## src/rtl/timer_if.sv

```systemverilog
// Register-bus bundle for the timer: address/write strobe/data in,
// combinational read data and interrupt request out.
interface timer_if #(
  parameter int DATA_W = 32
);
  logic [1:0]        addr;
  logic              WE;
  logic [DATA_W-1:0] din;
  logic [DATA_W-1:0] dataOut;
  logic              IRQ;

  modport master (
    output addr,
    output WE,
    output din,
    input  dataOut,
    input  IRQ
  );

  modport slave (
    input  addr,
    input  WE,
    input  din,
    output dataOut,
    output IRQ
  );
endinterface

```

## src/rtl/timer.sv

```systemverilog
// Down-counting timer with CTRL/PRESET/COUNT registers.
// Mode 1 auto-reloads and pulses the interrupt for one cycle; every other
// mode is one-shot, clears Enable and leaves the interrupt pending until
// software writes CTRL or PRESET.
module timer #(
  parameter int DATA_W = 32
) (
  input  logic   clk,
  input  logic   reset,
  timer_if.slave bus
);

  typedef enum logic [1:0] {
    IDLE = 2'd0,
    LOAD = 2'd1,
    CNT  = 2'd2,
    INT  = 2'd3
  } state_t;

  state_t            state;
  state_t            state_nxt;

  logic [3:0]        ctrl;
  logic [DATA_W-1:0] preset;
  logic [DATA_W-1:0] count;
  logic              irq_flag;

  logic              en;
  logic [1:0]        mode;
  logic              im;

  logic              wr_ctrl;
  logic              wr_preset;

  logic              count_load;
  logic              count_dec;
  logic              count_zero;
  logic              irq_set;
  logic              irq_clr_hw;
  logic              en_clr_hw;

  assign en   = ctrl[0];
  assign mode = ctrl[2:1];
  assign im   = ctrl[3];

  // Only CTRL and PRESET are writable; addresses 2 and 3 drop writes.
  assign wr_ctrl   = bus.WE && (bus.addr == 2'd0);
  assign wr_preset = bus.WE && (bus.addr == 2'd1);

  // State register.
  always_ff @(posedge clk) begin
    if (reset) begin
      state <= IDLE;
    end else begin
      state <= state_nxt;
    end
  end

  // Next-state logic and per-state datapath controls.
  always_comb begin
    state_nxt  = state;
    count_load = 1'b0;
    count_dec  = 1'b0;
    count_zero = 1'b0;
    irq_set    = 1'b0;
    irq_clr_hw = 1'b0;
    en_clr_hw  = 1'b0;
    case (state)
      IDLE: begin
        if (en) begin
          state_nxt = LOAD;
        end
      end
      LOAD: begin
        count_load = 1'b1;
        state_nxt  = CNT;
      end
      CNT: begin
        if (!en) begin
          state_nxt = IDLE;
        end else if (count > DATA_W'(1)) begin
          count_dec = 1'b1;
        end else begin
          // Terminal count: also covers PRESET=0, so no wrap below zero.
          count_zero = 1'b1;
          irq_set    = 1'b1;
          state_nxt  = INT;
        end
      end
      INT: begin
        if (mode == 2'd1) begin
          irq_clr_hw = 1'b1;
        end else begin
          en_clr_hw  = 1'b1;
        end
        state_nxt = IDLE;
      end
      default: begin
        state_nxt = IDLE;
      end
    endcase
  end

  // CTRL: a software write on the same edge beats the hardware Enable clear.
  always_ff @(posedge clk) begin
    if (reset) begin
      ctrl <= 4'd0;
    end else if (wr_ctrl) begin
      ctrl <= bus.din[3:0];
    end else if (en_clr_hw) begin
      ctrl[0] <= 1'b0;
    end
  end

  // PRESET: only sampled into COUNT during LOAD, so mid-count writes are deferred.
  always_ff @(posedge clk) begin
    if (reset) begin
      preset <= '0;
    end else if (wr_preset) begin
      preset <= bus.din;
    end
  end

  // COUNT: loaded, decremented or forced to zero by the FSM; otherwise held.
  always_ff @(posedge clk) begin
    if (reset) begin
      count <= '0;
    end else if (count_load) begin
      count <= preset;
    end else if (count_dec) begin
      count <= count - DATA_W'(1);
    end else if (count_zero) begin
      count <= '0;
    end
  end

  // Interrupt flag: any CTRL/PRESET write acknowledges it, ahead of the FSM.
  always_ff @(posedge clk) begin
    if (reset) begin
      irq_flag <= 1'b0;
    end else if (wr_ctrl || wr_preset) begin
      irq_flag <= 1'b0;
    end else if (irq_set) begin
      irq_flag <= 1'b1;
    end else if (irq_clr_hw) begin
      irq_flag <= 1'b0;
    end
  end

  // Combinational register read and masked interrupt output.
  always_comb begin
    bus.dataOut = '0;
    case (bus.addr)
      2'd0:    bus.dataOut = {{(DATA_W-4){1'b0}}, ctrl};
      2'd1:    bus.dataOut = preset;
      2'd2:    bus.dataOut = count;
      default: bus.dataOut = '0;
    endcase
    bus.IRQ = im & irq_flag;
  end

endmodule

```

## src/flat_wrapper.sv

```systemverilog
// flat-port wrapper written by rule: the top's interface ports become plain ports
module timer_flat 
#(
  parameter int DATA_W = 32
)
  (clk, reset, bus_addr, bus_WE, bus_din, bus_dataOut, bus_IRQ);
  timer_if #(.DATA_W(DATA_W)) bus_i ();
  input  logic clk;
  input  logic reset;
  input wire logic [$bits(bus_i.addr)-1:0] bus_addr;
  input wire logic [$bits(bus_i.WE)-1:0] bus_WE;
  input wire logic [$bits(bus_i.din)-1:0] bus_din;
  output wire logic [$bits(bus_i.dataOut)-1:0] bus_dataOut;
  output wire logic [$bits(bus_i.IRQ)-1:0] bus_IRQ;
  assign bus_i.addr = bus_addr;
  assign bus_i.WE = bus_WE;
  assign bus_i.din = bus_din;
  assign bus_dataOut = bus_i.dataOut;
  assign bus_IRQ = bus_i.IRQ;
  timer #(.DATA_W(DATA_W)) u_core (.clk(clk), .reset(reset), .bus(bus_i));
endmodule
```

## config.mk

```make
export PLATFORM = sky130hd
export DESIGN_NAME = timer_flat
export DESIGN_NICKNAME = d
export VERILOG_FILES = /design/src/rtl/timer_if.sv /design/src/rtl/timer.sv /design/src/flat_wrapper.sv
export SDC_FILE = /design/constraint.sdc
export NUM_CORES = 1
export LEC_CHECK = 0
export CORE_UTILIZATION = 35
export DETAILED_ROUTE_END_ITERATION = 8
export HOLD_SLACK_MARGIN = 0.05
export SLEW_MARGIN = 20
export SYNTH_ARGS = -nofsm -noshare
export SYNTH_HDL_FRONTEND = slang
export SYNTH_SLANG_ARGS = --single-unit
```

## constraint.sdc

```tcl
create_clock -name clk -period 7.25 [get_ports clk]
set_input_delay 1.45 -clock clk [delete_from_list [all_inputs] [get_ports clk]]
set_output_delay 1.45 -clock clk [all_outputs]
set_load 0.05 [all_outputs]
```

# After elaboration in Yosys (flattened, before gate mapping)
# Cells that the tools add are included.
# word_totals
regBits	71
input_bits	37
output_inout_bits	33
# classes
add_sub_neg	1
magnitude_cmp	1
eq_ne	8
muxes	23
bitwise_logic	1
reduce_logical	10
# ops
cell	n
$mux 32	3
$pmux 32 s3	1
$gt 32x1->1 const B	1
$sub 32x1->32 const B	1
$mux 1	15
$pmux 2 s4	1
$eq 2x1->1 const B	3
$eq 2x2->1 const B	3
$mux 2	3
$logic_not 2->1	2
$reduce_bool 2->1	2
$ne 3x3->1 const B	1
$reduce_bool 3->1	1
$logic_and 1x1->1	2
$ne 2x1->1 const B	1
$reduce_and 2->1	1
$reduce_or 2->1	1
$and 1x1->1	1
$logic_or 1x1->1	1

# Logic depth before layout (Yosys ltp)
# logic_depth
ltp_word	7
ltp_mapped	8
mapped_depth_nobuf	7

# Least setup slack after synthesis
# OpenSTA, ideal clock, no wires.
# synth_timing
path_kind	input port to output port
startpoint	input bus_addr[1]
endpoint	output bus_dataOut[10]
arrival_ns	2.990
slack_ns	2.810
path_stages	5
path_buffers	2
path_cell_list	clkbuf_1 inv_1 nor2_1 clkbuf_1 a22o_1
# synth_between
elab_chain_len	2
elab_cells_between_ends	4
cone_classes	eq/ne: 2; mux: 1; reduce/logical: 1
# synth_rtl
item	line_no	rtl
start, declared	flat_wrapper.sv:10	input wire logic [$bits(bus_i.addr)-1:0] bus_addr;
$eq 2x2->1, or another cell as far along	timer.sv:153	case (bus.addr)
$pmux 32 s3 (*)	timer.sv:153	
end, declared	flat_wrapper.sv:13	output wire logic [$bits(bus_i.dataOut)-1:0] bus_dataOut;
# Every way passes the cells marked *; elsewhere a longest branch is shown, timed or not.

# Worst setup path in the final report
# layout_timing
startpoint	input bus_addr[1]
endpoint	output bus_dataOut[16]
# The elaborated chain is that of the path after synthesis.

==> out/qor.csv <==
metric,value,unit
run status,"complete, no violations",
Slew headroom,0.3699,
actual slew at the worst max-slew pin,0.9365,ns
Worst Skew,0.009055,ns
Clock Path Buffers,2,
Mapped Area,3915,sq um
GRT Max-Usage Layer,met2,
Cell variety after synth,52,
number of max-cap violations,0,
fmax,0.1792,GHz
most area-consuming cells after synthesis,"dfxtp_1 36%, nand2_1 8.5%, a21oi_1 7.2%",
n_diodes,0,
Pwr Density,166.7,nW/um^2
Worst Setup Start Kind,primary input,
Tot GR Track Use,0.2173,
Yosys top cell by area,dfxtp_1,
mux contribution to synthesized area,0.02045,
total power draw,0.0008028,W
post-cts resize count,0,
post-synthesis simple-gate area fraction,0.2787,
total number of vias,3916,
Gate Count Post-Synth,497,
Worst Setup End Kind,primary output,
Hold Buf Count CTS,0,
"Clk Latency, worst-skew pair",0.35,ns
I/O pins,70,
Final nets,580,
RSZ-0062 raised after global routing,false,
port bufs,69,
core footprint,10890,sq um
die height,107.8,um
largest family of logic cells by synthesized area,simple AND/OR/NAND/NOR gates,
ratio of cells with drive above 1 in the final layout,0.08242,
"Seq/Total Area, Yosys",0.3631,
ys flop type,dfxtp_1,
synthesized flop and latch total,71,
largest net degree at the start of global routing,70,
ANT nets after route,0,
area share of the leading cell type in the synthesized netlist,0.3631,
CTS buffer count,9,
CTS tree,yes,
CP arrival,4.13,ns
num rows,38,
WL per Instance,17.71,um
reg2reg start,u_core.count[4],
initial antenna violation count,0,
fillers,1060,
Synth Area in Adders,0.006392,
met1 Usage GRT,0.2878,
Yosys Warn Count,0,
GRT Residual Overflow,0,
number of global-route vias before repair,3772,
DRT Wirelength,12150,um
H-tree Lvls,3,
DR iter-0 viols,344,
root buf cell,clkbuf_8,
GR Util met3,0.04600,
post-CTS setup buffer count,0,
DRC,0,
XOR/XNOR share of the synthesized area,0.03579,
syn avg cell area,7.877,sq um
Setup-failing EPs final,0,
number of synthesized flops with an enable pin,0,
RePlAce Congestion,0.8049,
Initial Utilization,0.3596,
Final Critical Period,5.581,ns
"top cells by count, synth","89 x nand2_1, 71 x dfxtp_1, 56 x a21oi_1",
sink count of the clock tree,71,
fraction of registers with async set/reset,0,
first-pass GRT wire length,19710,um
DR vias/cell,5.708,
"count leader, synth",nand2_1,
Die Span X,107.8,um
Final TNS setup,0,ns
"IR drop worst, VDD",0.08265,mV
DRT Pass-1 Iters,6,
Layout area overhead,23.04,%
CP Data Required Time,5.80,ns
Worst-path clk slew,0.08,ns
Hold WC Path Type,reg2reg,
Post-DP HPWL,7920,um
Final Hold Fails,0,
CP Launch Point,bus_addr[1],
Slew Limit Fails,0,
compound-gate portion of the synthesized area,0.2410,
WS Path Type,in2out,
HP Start,u_core.preset[5],
syn nets,536,
die area,11610,sq um
fraction of the cycle the final worst path needs,0.7698,
CP max FO,15,
M2 GR Usage,0.3530,
LEAKAGE,1.676,nW
## metrics by stage
| step | instances | instance area, sq um | hold WS [ns] | util | setup WS [ns] |
|---|---|---|---|---|---|
| 2_1_floorplan | 497 | 3915 | 0.4444 | - | 2.810 |
| 3_3_place_gp | 670 | 4652 | 0.4678 | 0.4273 | 1.719 |
| 3_5_place_dp | 670 | 4652 | 0.4653 | 0.4273 | 1.661 |
| 4_1_cts | 686 | 4817 | 0.4766 | 0.4424 | 1.656 |
| 5_1_grt | 686 | 4817 | 0.5009 | 0.4424 | 1.559 |
| 6_report | 686 | 4817 | 0.4770 | 0.4424 | 1.669 |
## cell usage in the layout, fill, tap and decap left out, drive strengths merged, types with 2 or more instances in the layout
| master | n |
|---|---|
| nand2 | 89 |
| nor2 | 22 |
| nand3b | 3 |
| nor3b | 3 |
| a22o | 28 |
| o211ai | 3 |
| a22oi | 9 |
| inv | 5 |
| clkdlybuf4s50 | 68 |
| ha | 2 |
| o32ai | 2 |
| o22ai | 9 |
| clkinv | 4 |
| and3 | 6 |
| or3 | 9 |
| dfxtp | 71 |
| o21a | 2 |
| o31ai | 3 |
| xor2 | 6 |
| and2 | 3 |
| clkinvlp | 3 |
| a21oi | 56 |
| a31oi | 13 |
| clkbuf | 10 |
| buf | 9 |
| or4 | 9 |
| o21ai | 11 |
| xnor2 | 10 |
| nand2b | 2 |
| mux2i | 8 |
| nor3 | 12 |
| nor4 | 13 |
| nor2b | 3 |
| nand3 | 28 |
| nand4 | 2 |
## path summary, 6_finish.rpt
| kind | end | slack, ns | depth (start not counted) |
|---|---|---|---|
| worst min-delay path | u_core.preset[5] | 0.48 | 2 |
| worst max-delay path | bus_dataOut[16] | 1.67 | 6 |
| worst max register to register | u_core.count[14] | 4.57 | 5 |
| worst min register to register | u_core.preset[5] | 0.48 | 2 |
## logic make-up (layout without fill, tap and decap cells)
logic type / Yosys count / in the layout
flip-flops: 71 / 71
multiplexers: 8 / 8
adder cells (fa/ha/maj): 2 / 2
XOR/XNOR: 16 / 16
buffers and inverters: 50 / 99
AO/OA/AOI/OAI: 142 / 142
AND/OR/NAND/NOR: 208 / 208
## area by class of cell
type / instances / area, sq um / area share
multi-input combinational: 376 / 2287 / 0.4748
sequential: 71 / 1421 / 0.2951
timing repair buffer: 77 / 745.7 / 0.1548
tap: 140 / 175.2 / 0.03636
clock buffer: 10 / 127.6 / 0.02649
clock inverter: 6 / 37.54 / 0.007792
inverter: 6 / 22.52 / 0.004675
## power breakdown
group / switching (W) / total [W] / leakage, nW / internal (W)
sequential: 0.00000814 / 0.000406 / 0.575 / 0.000398
combinational: 0.0000687 / 0.000116 / 1.02 / 0.0000474
clock: 0.000159 / 0.000281 / 0.0781 / 0.000122
## per-layer routing
layer | wire (um) | share of wire
met5 | 0 | 0
met4 | 102 | 0.0084
met3 | 641 | 0.053
met2 | 5820 | 0.48
met1 | 5583 | 0.46
## sequential cells by signal (all words and copies together), names as in the netlist
| register | flops |
|---|---|
| u_core.count | 32 |
| u_core.preset | 32 |
| u_core.ctrl | 4 |
| u_core.state | 2 |
| u_core.irq_flag | 1 |
## critical path, cell delays in order
cell             delay [ns]
clkdlybuf4s50_1        0.68
inv_1                  0.13
nor2_2                 0.51
buf_4                  0.34
a22o_1                 0.20
clkdlybuf4s50_1        0.80
No activity file was read; power rests on OpenSTA's default activity.
